### src/rtl/rv_dbg_pkg.sv
// Shared definitions for the debug-side register-file initiator.
// Latency: n/a (types and constants only).
// Backpressure: n/a.
package rv_dbg_pkg;

    localparam int REG_ADDR_W   = 5;
    localparam int NUM_REGS     = 32;
    localparam int DEFAULT_XLEN = 32;

    typedef enum logic [2:0] {
        IDLE    = 3'd0,
        HALT    = 3'd1,
        ACCESS  = 3'd2,
        RESP    = 3'd3,
        RELEASE = 3'd4
    } dbg_state_t;

endpackage

### src/rtl/regfile_dbg_port.sv
// Debug initiator: halts the core, then reads/writes register-file beats and returns one response per beat.
// Latency: accept -> HALT (1) -> ACCESS (1) -> RESP, i.e. rsp_valid 3 cycles after accept when halt_ack is already high; 2 cycles/beat in bursts.
// Backpressure: cmd_ready only in IDLE; rsp_ready low parks the FSM in RESP with no further register access.
//
// Ports: clk/rst (sync, active-high); cmd_* valid/ready command channel (write, addr, len-1, wdata);
//        rsp_* valid/ready response channel (rdata, err); halt_req/halt_ack core quiesce handshake;
//        rf_own port-mux select plus rf_rsel/rf_rdata read port and rf_wen/rf_wsel/rf_wdat write port.
module regfile_dbg_port
    import rv_dbg_pkg::*;
#(
    parameter int XLEN         = DEFAULT_XLEN,
    parameter int HALT_TIMEOUT = 255
) (
    input  logic                  clk,
    input  logic                  rst,
    input  logic                  cmd_valid,
    output logic                  cmd_ready,
    input  logic                  cmd_write,
    input  logic [REG_ADDR_W-1:0] cmd_addr,
    input  logic [REG_ADDR_W-1:0] cmd_len,
    input  logic [XLEN-1:0]       cmd_wdata,
    output logic                  rsp_valid,
    input  logic                  rsp_ready,
    output logic [XLEN-1:0]       rsp_rdata,
    output logic                  rsp_err,
    output logic                  halt_req,
    input  logic                  halt_ack,
    output logic                  rf_own,
    output logic [REG_ADDR_W-1:0] rf_rsel,
    input  logic [XLEN-1:0]       rf_rdata,
    output logic                  rf_wen,
    output logic [REG_ADDR_W-1:0] rf_wsel,
    output logic [XLEN-1:0]       rf_wdat
);

    // Counter runs 0 .. HALT_TIMEOUT-1; the cycle it holds the last value is
    // the HALT_TIMEOUT-th cycle without an ack.
    localparam int              TO_W    = (HALT_TIMEOUT < 2) ? 1 : $clog2(HALT_TIMEOUT);
    localparam logic [TO_W-1:0] TO_LAST = TO_W'(HALT_TIMEOUT - 1);

    dbg_state_t            state_q, state_d;
    logic                  cmd_ready_q, cmd_ready_d;
    logic                  write_q, write_d;
    logic [REG_ADDR_W-1:0] addr_q, addr_d;
    logic [REG_ADDR_W-1:0] beats_q, beats_d;   // beats remaining after the current one
    logic [XLEN-1:0]       wdata_q, wdata_d;
    logic [TO_W-1:0]       tcnt_q, tcnt_d;
    logic [XLEN-1:0]       rdata_q, rdata_d;
    logic                  err_q, err_d;

    // State register and datapath flops
    always_ff @(posedge clk) begin
        if (rst) begin
            state_q     <= IDLE;
            cmd_ready_q <= 1'b0;
            write_q     <= 1'b0;
            addr_q      <= '0;
            beats_q     <= '0;
            wdata_q     <= '0;
            tcnt_q      <= '0;
            rdata_q     <= '0;
            err_q       <= 1'b0;
        end else begin
            state_q     <= state_d;
            cmd_ready_q <= cmd_ready_d;
            write_q     <= write_d;
            addr_q      <= addr_d;
            beats_q     <= beats_d;
            wdata_q     <= wdata_d;
            tcnt_q      <= tcnt_d;
            rdata_q     <= rdata_d;
            err_q       <= err_d;
        end
    end

    // Next-state logic
    always_comb begin
        state_d = state_q;
        unique case (state_q)
            IDLE:    if (cmd_valid && cmd_ready_q) state_d = HALT;
            HALT:    if (halt_ack) state_d = ACCESS;
                     else if (tcnt_q == TO_LAST) state_d = RESP;
            ACCESS:  state_d = RESP;
            RESP:    if (rsp_ready) state_d = (beats_q != '0) ? ACCESS : RELEASE;
            RELEASE: if (!halt_ack) state_d = IDLE;
            default: state_d = IDLE;
        endcase
    end

    // Datapath next values
    always_comb begin
        write_d = write_q;
        addr_d  = addr_q;
        beats_d = beats_q;
        wdata_d = wdata_q;
        tcnt_d  = tcnt_q;
        rdata_d = rdata_q;
        err_d   = err_q;
        // Registered ready: low for the first cycle out of reset, high whenever the FSM sits in IDLE.
        cmd_ready_d = (state_d == IDLE);
        unique case (state_q)
            IDLE: begin
                if (cmd_valid && cmd_ready_q) begin
                    write_d = cmd_write;
                    addr_d  = cmd_addr;
                    beats_d = cmd_len;
                    wdata_d = cmd_wdata;
                    tcnt_d  = '0;
                end
            end
            HALT: begin
                if (!halt_ack) begin
                    tcnt_d = tcnt_q + 1'b1;
                    if (tcnt_q == TO_LAST) begin
                        // Timeout: one error response, rest of the burst is dropped.
                        rdata_d = '0;
                        err_d   = 1'b1;
                        beats_d = '0;
                    end
                end
            end
            ACCESS: begin
                rdata_d = write_q ? '0 : rf_rdata;
                err_d   = write_q && (addr_q == '0);
            end
            RESP: begin
                if (rsp_ready && (beats_q != '0)) begin
                    beats_d = beats_q - 1'b1;
                    addr_d  = addr_q + 1'b1;   // x31 wraps to x0
                end
            end
            default: ;
        endcase
    end

    // Outputs decoded from the state register and datapath flops only
    always_comb begin
        cmd_ready = cmd_ready_q;
        halt_req  = (state_q == HALT) || (state_q == ACCESS) || (state_q == RESP);
        rf_own    = (state_q == ACCESS);
        rf_rsel   = rf_own ? addr_q : '0;
        rf_wsel   = rf_own ? addr_q : '0;
        rf_wdat   = rf_own ? wdata_q : '0;
        rf_wen    = rf_own && write_q && (addr_q != '0);
        rsp_valid = (state_q == RESP);
        rsp_rdata = rsp_valid ? rdata_q : '0;
        rsp_err   = rsp_valid && err_q;
    end

endmodule

### config.mk
export PLATFORM = sky130hd
export DESIGN_NAME = regfile_dbg_port
export DESIGN_NICKNAME = d
export VERILOG_FILES = /design/src/rtl/rv_dbg_pkg.sv /design/src/rtl/regfile_dbg_port.sv
export SDC_FILE = /design/constraint.sdc
export NUM_CORES = 1
export LEC_CHECK = 0
export ABC_AREA = 1
export ABC_CLOCK_PERIOD_IN_PS = 2000
export CORE_ASPECT_RATIO = 1.75
export CORE_MARGIN = 3
export CORE_UTILIZATION = 40
export DETAILED_ROUTE_END_ITERATION = 16
export PLACE_DENSITY = 0.79
export REMOVE_ABC_BUFFERS = 1
export SLEW_MARGIN = 20
export SYNTH_ARGS = -nofsm -noshare
export SYNTH_HDL_FRONTEND = slang
export SYNTH_SLANG_ARGS = --single-unit
### constraint.sdc
create_clock -name clk -period 2 [get_ports clk]
set_input_delay 0.6 -clock clk [delete_from_list [all_inputs] [get_ports clk]]
set_output_delay 0.6 -clock clk [all_outputs]
set_load 0.05 [all_outputs]
; Yosys cells after proc, flatten, opt, wreduce, memory -nomap -nowiden
; Index checks and enable logic that the tools add are counted.
[word_totals]
reg_bits = 88
out_inout_bits = 80
[classes]
eq_ne = 9
n_reduce_logical = 22
addsub = 3
mux = 28
[op_table]
columns = cell, n
row1 = two-way mux 32 bit, 5
row2 = case mux 32 bit (2 select lines), 1
row3 = two-way mux 5 bit, 7
row4 = two-way mux 3 bit, 6
row5 = two-way mux 8 bit, 2
row6 = case mux 8 bit (2 select lines), 1
row7 = case mux 3 bit (5 select lines), 1
row8 = case mux 5 bit (3 select lines), 1
row9 = case mux 5 bit (2 select lines), 1
row10 = nonzero test 5 bit, 2
row11 = AND reduction 3 bit, 3
row12 = adder 8 x 1 -> 8 bit (second input constant), 1
row13 = == test 8 bit (second input constant), 1
row14 = == test 3 x 2 -> 1 bit (second input constant), 2
row15 = logical AND 1 bit, 6
row16 = zero test 3 bit, 2
row17 = inequality test 2 bit (second input constant), 3
row18 = nonzero test 2 bit, 3
row19 = adder 5 x 1 -> 5 bit (second input constant), 1
row20 = zero test 5 bit, 1
row21 = AND reduction 5 bit, 1
row22 = subtractor 5 x 1 -> 5 bit (second input constant), 1
row23 = == test 3 x 1 -> 1 bit (second input constant), 1
row24 = == test 3 bit (second input constant), 1
row25 = 6 further kinds, 8

; Longest topological paths before layout
; Gate-level depths: netlist (run 1).
[logic_depth]
depth_word = 5
depth_mapped = 10

; Worst setup path after synthesis (run 1)
; OpenSTA, ideal clock, no wires.
[synth_timing]
path_type = register -> output
startpoint = register state_q[1]
endpoint = output port rf_wsel[1]
path_buffers = 2
t_required_ns = 1.400
path_slack_ns = -0.462
path_stages_with_launch = 7
t_arrival_ns = 1.862
path_cell_list = dfxtp_1 > inv_2 > nor2_1 > nand2_1 > buf_2 > nor2_1 > buf_4
[synth_via]
elab_chain_cells = 2
[synth_rtl]
columns = element, line_no
row1 = from (decl), regfile_dbg_port.sv:41  ; dbg_state_t state_q, state_d;
row2 = from (signal assigned), regfile_dbg_port.sv:64  ; state_q <= state_d;
row3 = == test 3 x 2 -> 1 bit, regfile_dbg_port.sv:140  ; rf_own = (state_q == ACCESS);
row4 = two-way mux 5 bit, --
row5 = to (decl), regfile_dbg_port.sv:32  ; output logic [REG_ADDR_W-1:0] rf_wsel,
; Every way passes these cells.

; Worst setup path in the final report (run 1)
[layout_timing]
startpoint = register state_q[1]
endpoint = output port rf_wdat[17]
[layout_via]
elab_chain_cells = 2
[layout_rtl]
columns = element, line_no
row1 = == test 3 x 2 -> 1 bit, regfile_dbg_port.sv:140
row2 = two-way mux 32 bit, regfile_dbg_port.sv:143  ; rf_wdat = rf_own ? wdata_q : '0;
row3 = to (decl), regfile_dbg_port.sv:33  ; output logic [XLEN-1:0] rf_wdat
; Every way passes these cells.

==> results of run 1 <==
## repair_timing
action                                  CTS  global route
setup buffers                             3             0
resized for setup                        93            17
cloned                                    3             0
pin swaps                                 2             1
endpoints found under the setup margin   78            78
hold buffers                              0             0
## synthesized netlist by cell type, drive strengths merged
master	instances	area share (%)
nand2	133	13
nor2	105	9.6
inv	94	8.5
dfxtp	88	42
a21oi	80	9.7
o21ai	44	5.4
buf	22	3.6
nand3	16	2.3
clkbuf	12	1.1
ha	6	1.8
nand4	6	1.0
xor2	3	0.63
clkinv	2	0.18
nor3	2	0.24
nor3b	2	0.36
o21bai	2	0.45
o21a	1	0.18
or2	1	0.15
xnor2	1	0.21
## worst min-delay path, stage by stage, from the launching register on
cell	delay [ns]
dfxtp_1	0.31
nand2_1	0.06
a21oi_1	0.05
## state kept, by name, indices dropped and copies added (netlist names)
| name | cells |
|---|---|
| err_q | 1 |
| rdata_q | 32 |
| write_q | 1 |
| cmd_ready | 1 |
| beats_q | 5 |
| wdata_q | 32 |
| state_q | 3 |
| tcnt_q | 8 |
| addr_q | 5 |
## power groups by stage
stage / combinational, mW / sequential (mW) / clock, mW
2_1_floorplan: 0.814 / 2.11 / 0
3_3_place_gp: 1.32 / 2.10 / 0
3_5_place_dp: 1.37 / 2.11 / 0
4_1_cts: 1.55 / 2.08 / 1.82
5_1_grt: 1.77 / 2.10 / 1.88
6_report: 1.61 / 2.08 / 1.78
## cell families after synthesis
family	share of synthesized area [%]
and+or+nand+nor	26.20
buffers and inverters	13.28
AOI/OAI and AO/OA	15.68
DFF	42.21
adders and majority gates	1.799
xor gates and xnor gates	0.8395
## routing by layer
metal	GRT usage, %	share of wire [%]	vias to the layer above
met5	0	0	-
met4	14.13	4.2	0
met3	4.444	5.2	34
met2	42.09	56	178
met1	22.01	35	2042
li1	-	-	2225
## stage by stage
step	std cells	hold WS, ns	setup WS [ns]
after CTS	910	0.4638	-0.08477
final	910	0.4613	-0.1009
after global placement	888	0.4396	0.03724
after floorplan	586	0.4321	-1.154
after global routing	910	0.4846	-0.1532
after detailed placement	888	0.4433	-0.02882
## worst min-delay path by stage
stage                        endpoint  slack [ns]  depth (start not counted)
after floorplan            wdata_q[0]        0.43                          2
after global placement     wdata_q[8]        0.44                          2
after detailed placement  wdata_q[24]        0.44                          2
after CTS                 rdata_q[27]        0.46                          2
after global routing      rdata_q[14]        0.48                          2
final                     rdata_q[13]        0.46                          2
## layout by cell type, fill, tap and decap left out, types with 3 or more instances in the layout
cell type / instances
nand3_2: 3
a21oi_1: 79
buf_12: 82
clkdlybuf4s50_1: 79
nand2_2: 4
nor2_4: 35
buf_16: 3
xor2_1: 3
buf_6: 6
ha_1: 5
dfxtp_1: 83
inv_1: 87
nand4_1: 5
nor2_2: 20
dfxtp_2: 5
buf_4: 13
nor2_1: 50
nand2_1: 126
nand3_1: 13
nand2_4: 3
inv_2: 6
clkbuf_16: 9
o21ai_0: 43
## area by class of cell
| class | instances | area [um2] | area share, % |
|---|---|---|---|
| Timing Repair Buffer | 183 | 2680 | 35.89 |
| Tap cell | 125 | 156.4 | 2.095 |
| Inverter | 96 | 365.4 | 4.893 |
| Sequential cell | 88 | 1768 | 23.68 |
| Multi-Input combinational cell | 402 | 2176 | 29.14 |
| Clock buffer | 10 | 229.0 | 3.066 |
| Clock inverter | 6 | 92.59 | 1.240 |
==> impl_metrics.env, run 1 <==
export IMPL_drt_wl_total_mm=13.49
export IMPL_grt_pass1_vias=4657
export IMPL_cp_start_kind="register"
export IMPL_p_clk_share_pct=32.5
export IMPL_synth_seq_cells=88
export IMPL_h_tree_depth=3
export IMPL_placed_cell_area_um2=6689
export IMPL_period_needed_ns=2.101
export IMPL_cp_common_cell="nor2_4"
export IMPL_timing_final_crit_share_pct=105.0
export IMPL_dieHeight_um=141.1
export IMPL_crit_chain="inv_2 > nor2_4 > nand2_4 > buf_6 > buf_16 > nor2_4 > buf_12"
export IMPL_worst_pin_slew_ns=0.4398
export IMPL_cpMaxStageDelayCell="dfxtp_2"
export IMPL_ios=160
export IMPL_portBuffers=159
export IMPL_fp_dieW_um=83.22
export IMPL_wl_per_cell_um=14.82
export IMPL_end_kind="output pin"
export IMPL_postRouteAntennaNets=0
export IMPL_power_leakage_nw=2.739
export IMPL_p_int_mw=3.704
export IMPL_seq_power_share_pct=38.1
export IMPL_nets=866
export IMPL_ctsRootBufferMaster="clkbuf_16"
export IMPL_path_delay_family="buffers and inverters"
export IMPL_drtPass1Iterations=4
export IMPL_hpwl_mm=9.216
export IMPL_r2r_end="addr_q[0]"
export IMPL_reg2reg_depth=10
export IMPL_setup_viol=72
export IMPL_drive_gt1_share_pct=25.73
export IMPL_ys_warn_count=0
export IMPL_antenna_found_initial=0
export IMPL_r2r_slack_ns=0.24
export IMPL_grt_util_all_layers_pct=22.40
export IMPL_maxCapViolations=0
export IMPL_drtIter0Drc=197
export IMPL_comb_power_share_pct=29.4
export IMPL_drt_vias_per_instance=4.922
export IMPL_p_sw_share_pct=32.31
export IMPL_path_class="reg -> out"
export IMPL_synth_cells=620
export IMPL_setup_tns_final_ns=-4.322
export IMPL_clock_skew_ns=0.006673
export IMPL_p_sw_mw=1.768
export IMPL_drv_slew=0
export IMPL_critPathMaxFanout=5
export IMPL_min_from="rdata_q[13]"
export IMPL_critical_path_arrival_ns=1.50
export IMPL_hold_viol=0
export IMPL_vias=4479
export IMPL_final_util_pct=74.45
export IMPL_clk_pin_slew_ns=0.06
export IMPL_power_density_nw_per_um2=732.8
export IMPL_drc_errors=0
export IMPL_worstPathRequired_ns=1.40
export IMPL_die_area_um2=11750
export IMPL_failed_checks="setup timing"
export IMPL_synth_seq_area_share_pct=42.21
export IMPL_crit_end="rf_wdat[17]"
export IMPL_min_path_type="reg -> reg"
export IMPL_rsz0062_at_grt="yes"
export IMPL_grt_pass1_wl_mm=21.40
export IMPL_path_buf_inv=4
export IMPL_grt_max_degree=55
export IMPL_start_util_pct=41.62
export IMPL_synth_avg_cell_area_um2=6.732
export IMPL_areaGrowthSynthToFinish_pct=78.90
export IMPL_cts_buffers=9
export IMPL_clock_latency_ns=0.33
export IMPL_cp_depth=7
export IMPL_cts_sinks=88
export IMPL_insertedDiodeCount=0
export IMPL_power_total_mw=5.472
export IMPL_row_count=48
export IMPL_peakVddDrop_mv=0.6393
export IMPL_cpPeakStageDelay_ns=0.34
export IMPL_gp_congestion=0.8593
export IMPL_cts_tree="done"
export IMPL_core_um2=10030
export IMPL_postLayoutCellArea_um2=7467
export IMPL_clock_path_buffers=2
export IMPL_synthesis_area_um2=4174
export IMPL_timing_fmax_mhz=476.0
export IMPL_outcome="finished with violations"
export IMPL_layout_setup_ws_ns=-0.1009
export IMPL_crit_path_start="state_q[1]"
export IMPL_relSlewSlack_pct=70.68
export IMPL_ys_types=30
export IMPL_grt_overflow=0
export IMPL_n_fill_cell=668
export IMPL_reg2reg_from="state_q[2]"
Power figures use the tool's default switching activity.
==> run 2, diff against run 1 <==
--- a/config.mk
+++ b/config.mk
@@ -13,6 +13,7 @@
 export DETAILED_ROUTE_END_ITERATION = 16
 export PLACE_DENSITY = 0.79
 export REMOVE_ABC_BUFFERS = 1
+export SKIP_CTS_REPAIR_TIMING = 1
 export SLEW_MARGIN = 20
 export SYNTH_ARGS = -nofsm -noshare
 export SYNTH_HDL_FRONTEND = slang
==> run 2 against run 1 <==
  * The flow still finishes with violations (setup timing)
  * Count of clock-buffer cells in the layout unchanged
  * Cell count unchanged
  * Clock power about the same
  * Design area increased by 0.85%
  * Hold slack about the same
  * Maximum frequency increased by 0.35%
  * Sequential power about the same
  * Clock skew about the same
  * Flip-flop and latch count unchanged
  * Wire length decreased by 0.35%
==> impl_metrics.env, run 2 (synthesis results as in run 1) <==
export IMPL_cpMaxStageDelayCell="dfxtp_2"
export IMPL_row_count=48
export IMPL_cp_start_kind="register"
export IMPL_clock_latency_ns=0.33
export IMPL_hold_viol=0
export IMPL_gp_congestion=0.8593
export IMPL_final_common_cell="nand2_1"
export IMPL_cts_sinks=88
export IMPL_fp_dieW_um=83.22
export IMPL_drive_gt1_share_pct=27.01
export IMPL_clock_skew_ns=0.006897
export IMPL_timing_final_crit_share_pct=104.7
export IMPL_drv_slew=0
export IMPL_clock_path_buffers=2
export IMPL_drtIter0Drc=209
export IMPL_areaGrowthSynthToFinish_pct=80.43
export IMPL_hpwl_mm=9.216
export IMPL_core_um2=10030
export IMPL_worst_pin_slew_ns=0.4308
export IMPL_grt_max_degree=55
export IMPL_maxCapViolations=0
export IMPL_worstPathRequired_ns=1.40
export IMPL_relSlewSlack_pct=71.28
export IMPL_timing_fmax_mhz=477.7
export IMPL_postRouteAntennaNets=0
export IMPL_power_leakage_nw=2.741
export IMPL_cts_tree="done"
export IMPL_vias=4489
export IMPL_busiest_layer="met2"
export IMPL_power_density_nw_per_um2=715.8
export IMPL_end_kind="output pin"
export IMPL_crit_chain="buf_4 > nand3_4 > clkbuf_16 > nor2_2 > buf_12"
export IMPL_rsz0062_at_grt="yes"
export IMPL_grtUsageMet1_pct=20.04
export IMPL_use_met3_pct=4.620
export IMPL_nets=866
export IMPL_outcome="finished with violations"
export IMPL_h_tree_depth=3
export IMPL_path_buf_inv=3
export IMPL_critPathMaxFanout=11
export IMPL_portBuffers=159
export IMPL_insertedDiodeCount=0
export IMPL_layout_setup_ws_ns=-0.09346
export IMPL_cts_buffers=9
export IMPL_antenna_found_initial=0
export IMPL_grt_util_all_layers_pct=20.24
export IMPL_drt_vias_per_instance=4.933
export IMPL_drtPass1Iterations=5
export IMPL_drc_errors=0
export IMPL_use_met2_pct=39.42
export IMPL_grt_overflow=0
export IMPL_clk_pin_slew_ns=0.06
export IMPL_whs_ns=0.4613
export IMPL_drt_wl_total_mm=13.44
export IMPL_top_regs="rdata_q (32), wdata_q (32), tcnt_q (8)"
export IMPL_failed_checks="setup timing"
export IMPL_path_delay_family="buffers and inverters"
export IMPL_setup_tns_final_ns=-2.300
export IMPL_grt_pass1_wl_mm=19.48
export IMPL_critical_path_arrival_ns=1.49
export IMPL_wl_per_cell_um=14.77
export IMPL_peakVddDrop_mv=0.6157
export IMPL_grt_pass1_vias=4379
export IMPL_start_util_pct=41.62
export IMPL_min_path_type="reg -> reg"
export IMPL_final_cell_mix="126 x nand2_1, 89 x inv_1, 83 x dfxtp_1"
export IMPL_die_area_um2=11750
export IMPL_ios=160
export IMPL_power_total_mw=5.390
export IMPL_ctsRootBufferMaster="clkbuf_16"
export IMPL_dieHeight_um=141.1
export IMPL_setup_viol=60
export IMPL_path_class="reg -> out"
export IMPL_cpPeakStageDelay_ns=0.34
export IMPL_period_needed_ns=2.093
-- run 2: area by class of cell --
class | count | area [um2]
clock buffers | 10 | 229.0
clock inverters | 6 | 92.59
fillers | 670 | 2499
inverters | 96 | 367.9
multi-input cells | 402 | 2243
flip-flops and latches | 88 | 1773
well taps | 125 | 156.4
repair buffers | 183 | 2669
-- run 2: per-stage QoR --
step           worst slack, ns  util, %  area [um2]  instances
3_3_place_gp           0.03724    66.69        6689        888
3_5_place_dp          -0.02882    66.69        6689        888
6_report              -0.09346    75.09        7531        910
4_1_cts                -0.1689    69.90        7010        904
5_1_grt                -0.1341    75.09        7531        910
2_1_floorplan           -1.154        -        3980        586
-- run 2: report_power, final --
group          internal (mW)  leakage [nW]  switching [mW]
Clock                   1.10         0.149           0.688
Combinational          0.594          1.87           0.925
Sequential              1.97         0.720           0.110
Total                   3.67          2.74            1.72
-- run 2: routing by layer --
layer  part of all wire (%)  vias up
met5                      0        -
met4                    2.8        0
met3                    5.3       27
met2                     57      160
met1                     35     2068
li1                       -     2234
-- run 2: final timing paths --
check                  start  cells after the start  slack (ns)            to
setup / recovery  state_q[1]                      5       -0.09  rsp_rdata[7]
hold / removal    rdata_q[5]                      2        0.46    rdata_q[5]
setup reg to reg  state_q[1]                      6        0.26   wdata_q[19]
hold reg to reg   rdata_q[5]                      2        0.46    rdata_q[5]
-- run 2: worst register-to-register path, delay by kind of cell (launching register included) --
family | cells | cell delay (ns)
buffers and inverters | 2 | 0.48
and+or+nand+nor | 2 | 0.42
AOI/OAI and AO/OA | 2 | 0.38
DFF | 1 | 0.33
==> run 3, diff against run 2 <==
--- a/config.mk
+++ b/config.mk
@@ -7,7 +7,7 @@
 export LEC_CHECK = 0
 export ABC_AREA = 1
 export ABC_CLOCK_PERIOD_IN_PS = 2000
-export CORE_ASPECT_RATIO = 1.75
+export CORE_ASPECT_RATIO = 0.75
 export CORE_MARGIN = 3
 export CORE_UTILIZATION = 40
 export DETAILED_ROUTE_END_ITERATION = 16
==> run 3 against run 2 <==
  * The flow still finishes with violations (setup timing)
  * Die area shrank 0.31%
  * Flip-flop and latch count is the same
  * Clock skew is essentially flat
  * Total power shrank 0.12%
  * Hold slack gained 0.0085 ns
  * Core utilization grew 2.3 points
  * Via count grew 4.0%
  * Highest routed layer unchanged
==> impl_metrics.env, run 3 (synthesis results as in run 1) <==
export IMPL_r2r_slack_ns=0.09
export IMPL_cts_tree="done"
export IMPL_postLayoutCellArea_um2=7656
export IMPL_clock_path_buffers=2
export IMPL_power_leakage_nw=2.755
export IMPL_vias=4669
export IMPL_row_count=31
export IMPL_min_from="rdata_q[3]"
export IMPL_placed_cell_area_um2=6660
export IMPL_dieHeight_um=94.47
export IMPL_grt_pass1_vias=4317
export IMPL_failed_checks="setup timing"
export IMPL_min_path_cells=2
export IMPL_h_tree_depth=3
export IMPL_period_needed_ns=2.151
export IMPL_die_area_um2=11710
export IMPL_postRouteAntennaNets=0
export IMPL_cp_start_kind="register"
export IMPL_cpPeakStageDelay_ns=0.32
export IMPL_grt_max_degree=67
export IMPL_outcome="finished with violations"
export IMPL_critPathMaxFanout=7
export IMPL_hold_viol=0
export IMPL_maxCapViolations=0
export IMPL_worstPathRequired_ns=1.40
export IMPL_worstHoldEndpoint="rdata_q[3]"
export IMPL_areaGrowthSynthToFinish_pct=83.42
export IMPL_drive_gt1_share_pct=28.08
export IMPL_drtPass1Iterations=5
export IMPL_place_ws_ns=-0.005188
export IMPL_core_um2=9891
export IMPL_peakVddDrop_mv=0.4505
export IMPL_grt_pass1_wl_mm=19.71
export IMPL_final_common_cell="nand2_1"
export IMPL_ios=160
export IMPL_reg2reg_from="state_q[2]"
export IMPL_rsz0062_at_grt="yes"
export IMPL_wl_per_cell_um=15.98
export IMPL_hpwl_mm=9.546
export IMPL_timing_final_crit_share_pct=107.5
export IMPL_drv_slew=0
export IMPL_power_density_nw_per_um2=703.2
export IMPL_cpMaxStageDelayCell="dfxtp_2"
export IMPL_top_regs="rdata_q (32), wdata_q (32), tcnt_q (8)"
export IMPL_layout_setup_ws_ns=-0.1507
export IMPL_clk_pin_slew_ns=0.06
export IMPL_n_fill_cell=631
export IMPL_nets=868
export IMPL_grt_overflow=0
export IMPL_relSlewSlack_pct=74.02
export IMPL_drt_wl_total_mm=14.68
export IMPL_worst_pin_slew_ns=0.3893
export IMPL_r2r_end="addr_q[0]"
export IMPL_clock_skew_ns=0.007022
export IMPL_reg2reg_depth=11
export IMPL_cts_sinks=88
export IMPL_portBuffers=159
export IMPL_ctsRootBufferMaster="clkbuf_16"
export IMPL_power_total_mw=5.384
export IMPL_critical_path_arrival_ns=1.55
export IMPL_min_path_type="reg -> reg"
export IMPL_drc_errors=0
export IMPL_antenna_found_initial=0
export IMPL_drtIter0Drc=304
export IMPL_setup_viol=71
export IMPL_end_kind="output pin"
export IMPL_cts_buffers=9
export IMPL_drt_vias_per_instance=5.081
export IMPL_clock_latency_ns=0.33
export IMPL_fp_dieW_um=124.0
export IMPL_gp_congestion=0.8497
export IMPL_insertedDiodeCount=0
export IMPL_crit_chain="buf_6 > clkinv_4 > nand3_4 > clkbuf_16 > nor2_4 > buf_12"
export IMPL_timing_fmax_mhz=465.0
export IMPL_start_util_pct=42.20
export IMPL_final_cell_mix="125 x nand2_1, 87 x inv_1, 83 x dfxtp_1, 83 x buf_12"
export IMPL_path_class="reg -> out"
export IMPL_grt_util_all_layers_pct=21.36
## run 3: cell count changes in the layout (fill, tap and decap cells not counted), moves of 2 or more
cell,previous run,this run
clkbuf_1,1,3
nor2_4,41,58
nor2_2,27,15
inv_2,3,5
nor2_1,37,32
inv_1,89,87
clkbuf_8,0,2
inv_6,2,0
nand2_2,4,6
## run 3: per-stage QoR
| step | hold WS (ns) | util, % | cells | TNS [ns] |
|---|---|---|---|---|
| finish | 0.4697 | 77.41 | 919 | -5.484 |
| global route | 0.4818 | 77.41 | 919 | -11.95 |
| CTS | 0.4524 | 70.39 | 906 | -13.52 |
| detailed placement | 0.4430 | 67.34 | 890 | -0.007252 |
| global placement | 0.4392 | 67.34 | 890 | 0 |
| floorplan | 0.4321 | - | 586 | -56.46 |
## run 3: where the power goes
part	switching, mW	internal [mW]
Clock	0.645	1.04
Combinational	0.997	0.616
Sequential	0.114	1.97
Total	1.76	3.63
## run 3: worst max-delay path, delay by kind of cell (launching register included)
family / cells / cell delay, ns
buffers and inverters: 4 / 0.57
DFF: 1 / 0.32
and+or+nand+nor: 2 / 0.31
## run 3: final cells by class
class	count	area, um2	share of cell area (%)
Multi-Input combinational cell	402	2341	30.58
Sequential cell	88	1770	23.12
Inverter	96	377.9	4.935
Tap cell	132	165.2	2.157
Clock inverter	2	37.54	0.4903
Timing Repair Buffer	185	2700	35.27
Clock buffer	14	264.0	3.448
## run 3: worst max path at each step
stage | startpoint | end
floorplan | state_q[1] | rf_rsel[0]
global placement | cmd_valid | tcnt_q[7]
detailed placement | halt_ack | rdata_q[22]
CTS | state_q[1] | rf_rsel[0]
global route | state_q[2] | rsp_rdata[31]
finish | state_q[2] | rsp_rdata[31]
## run 3: metal layers
layer  vias to the layer above  routed length [um]  track usage, %
met5                         -                   0               0
met1                      2208                5578           24.10
met3                        39                1055           7.126
met4                         0                 450           7.110
met2                       187                7597           37.88
li1                       2235                   -               -
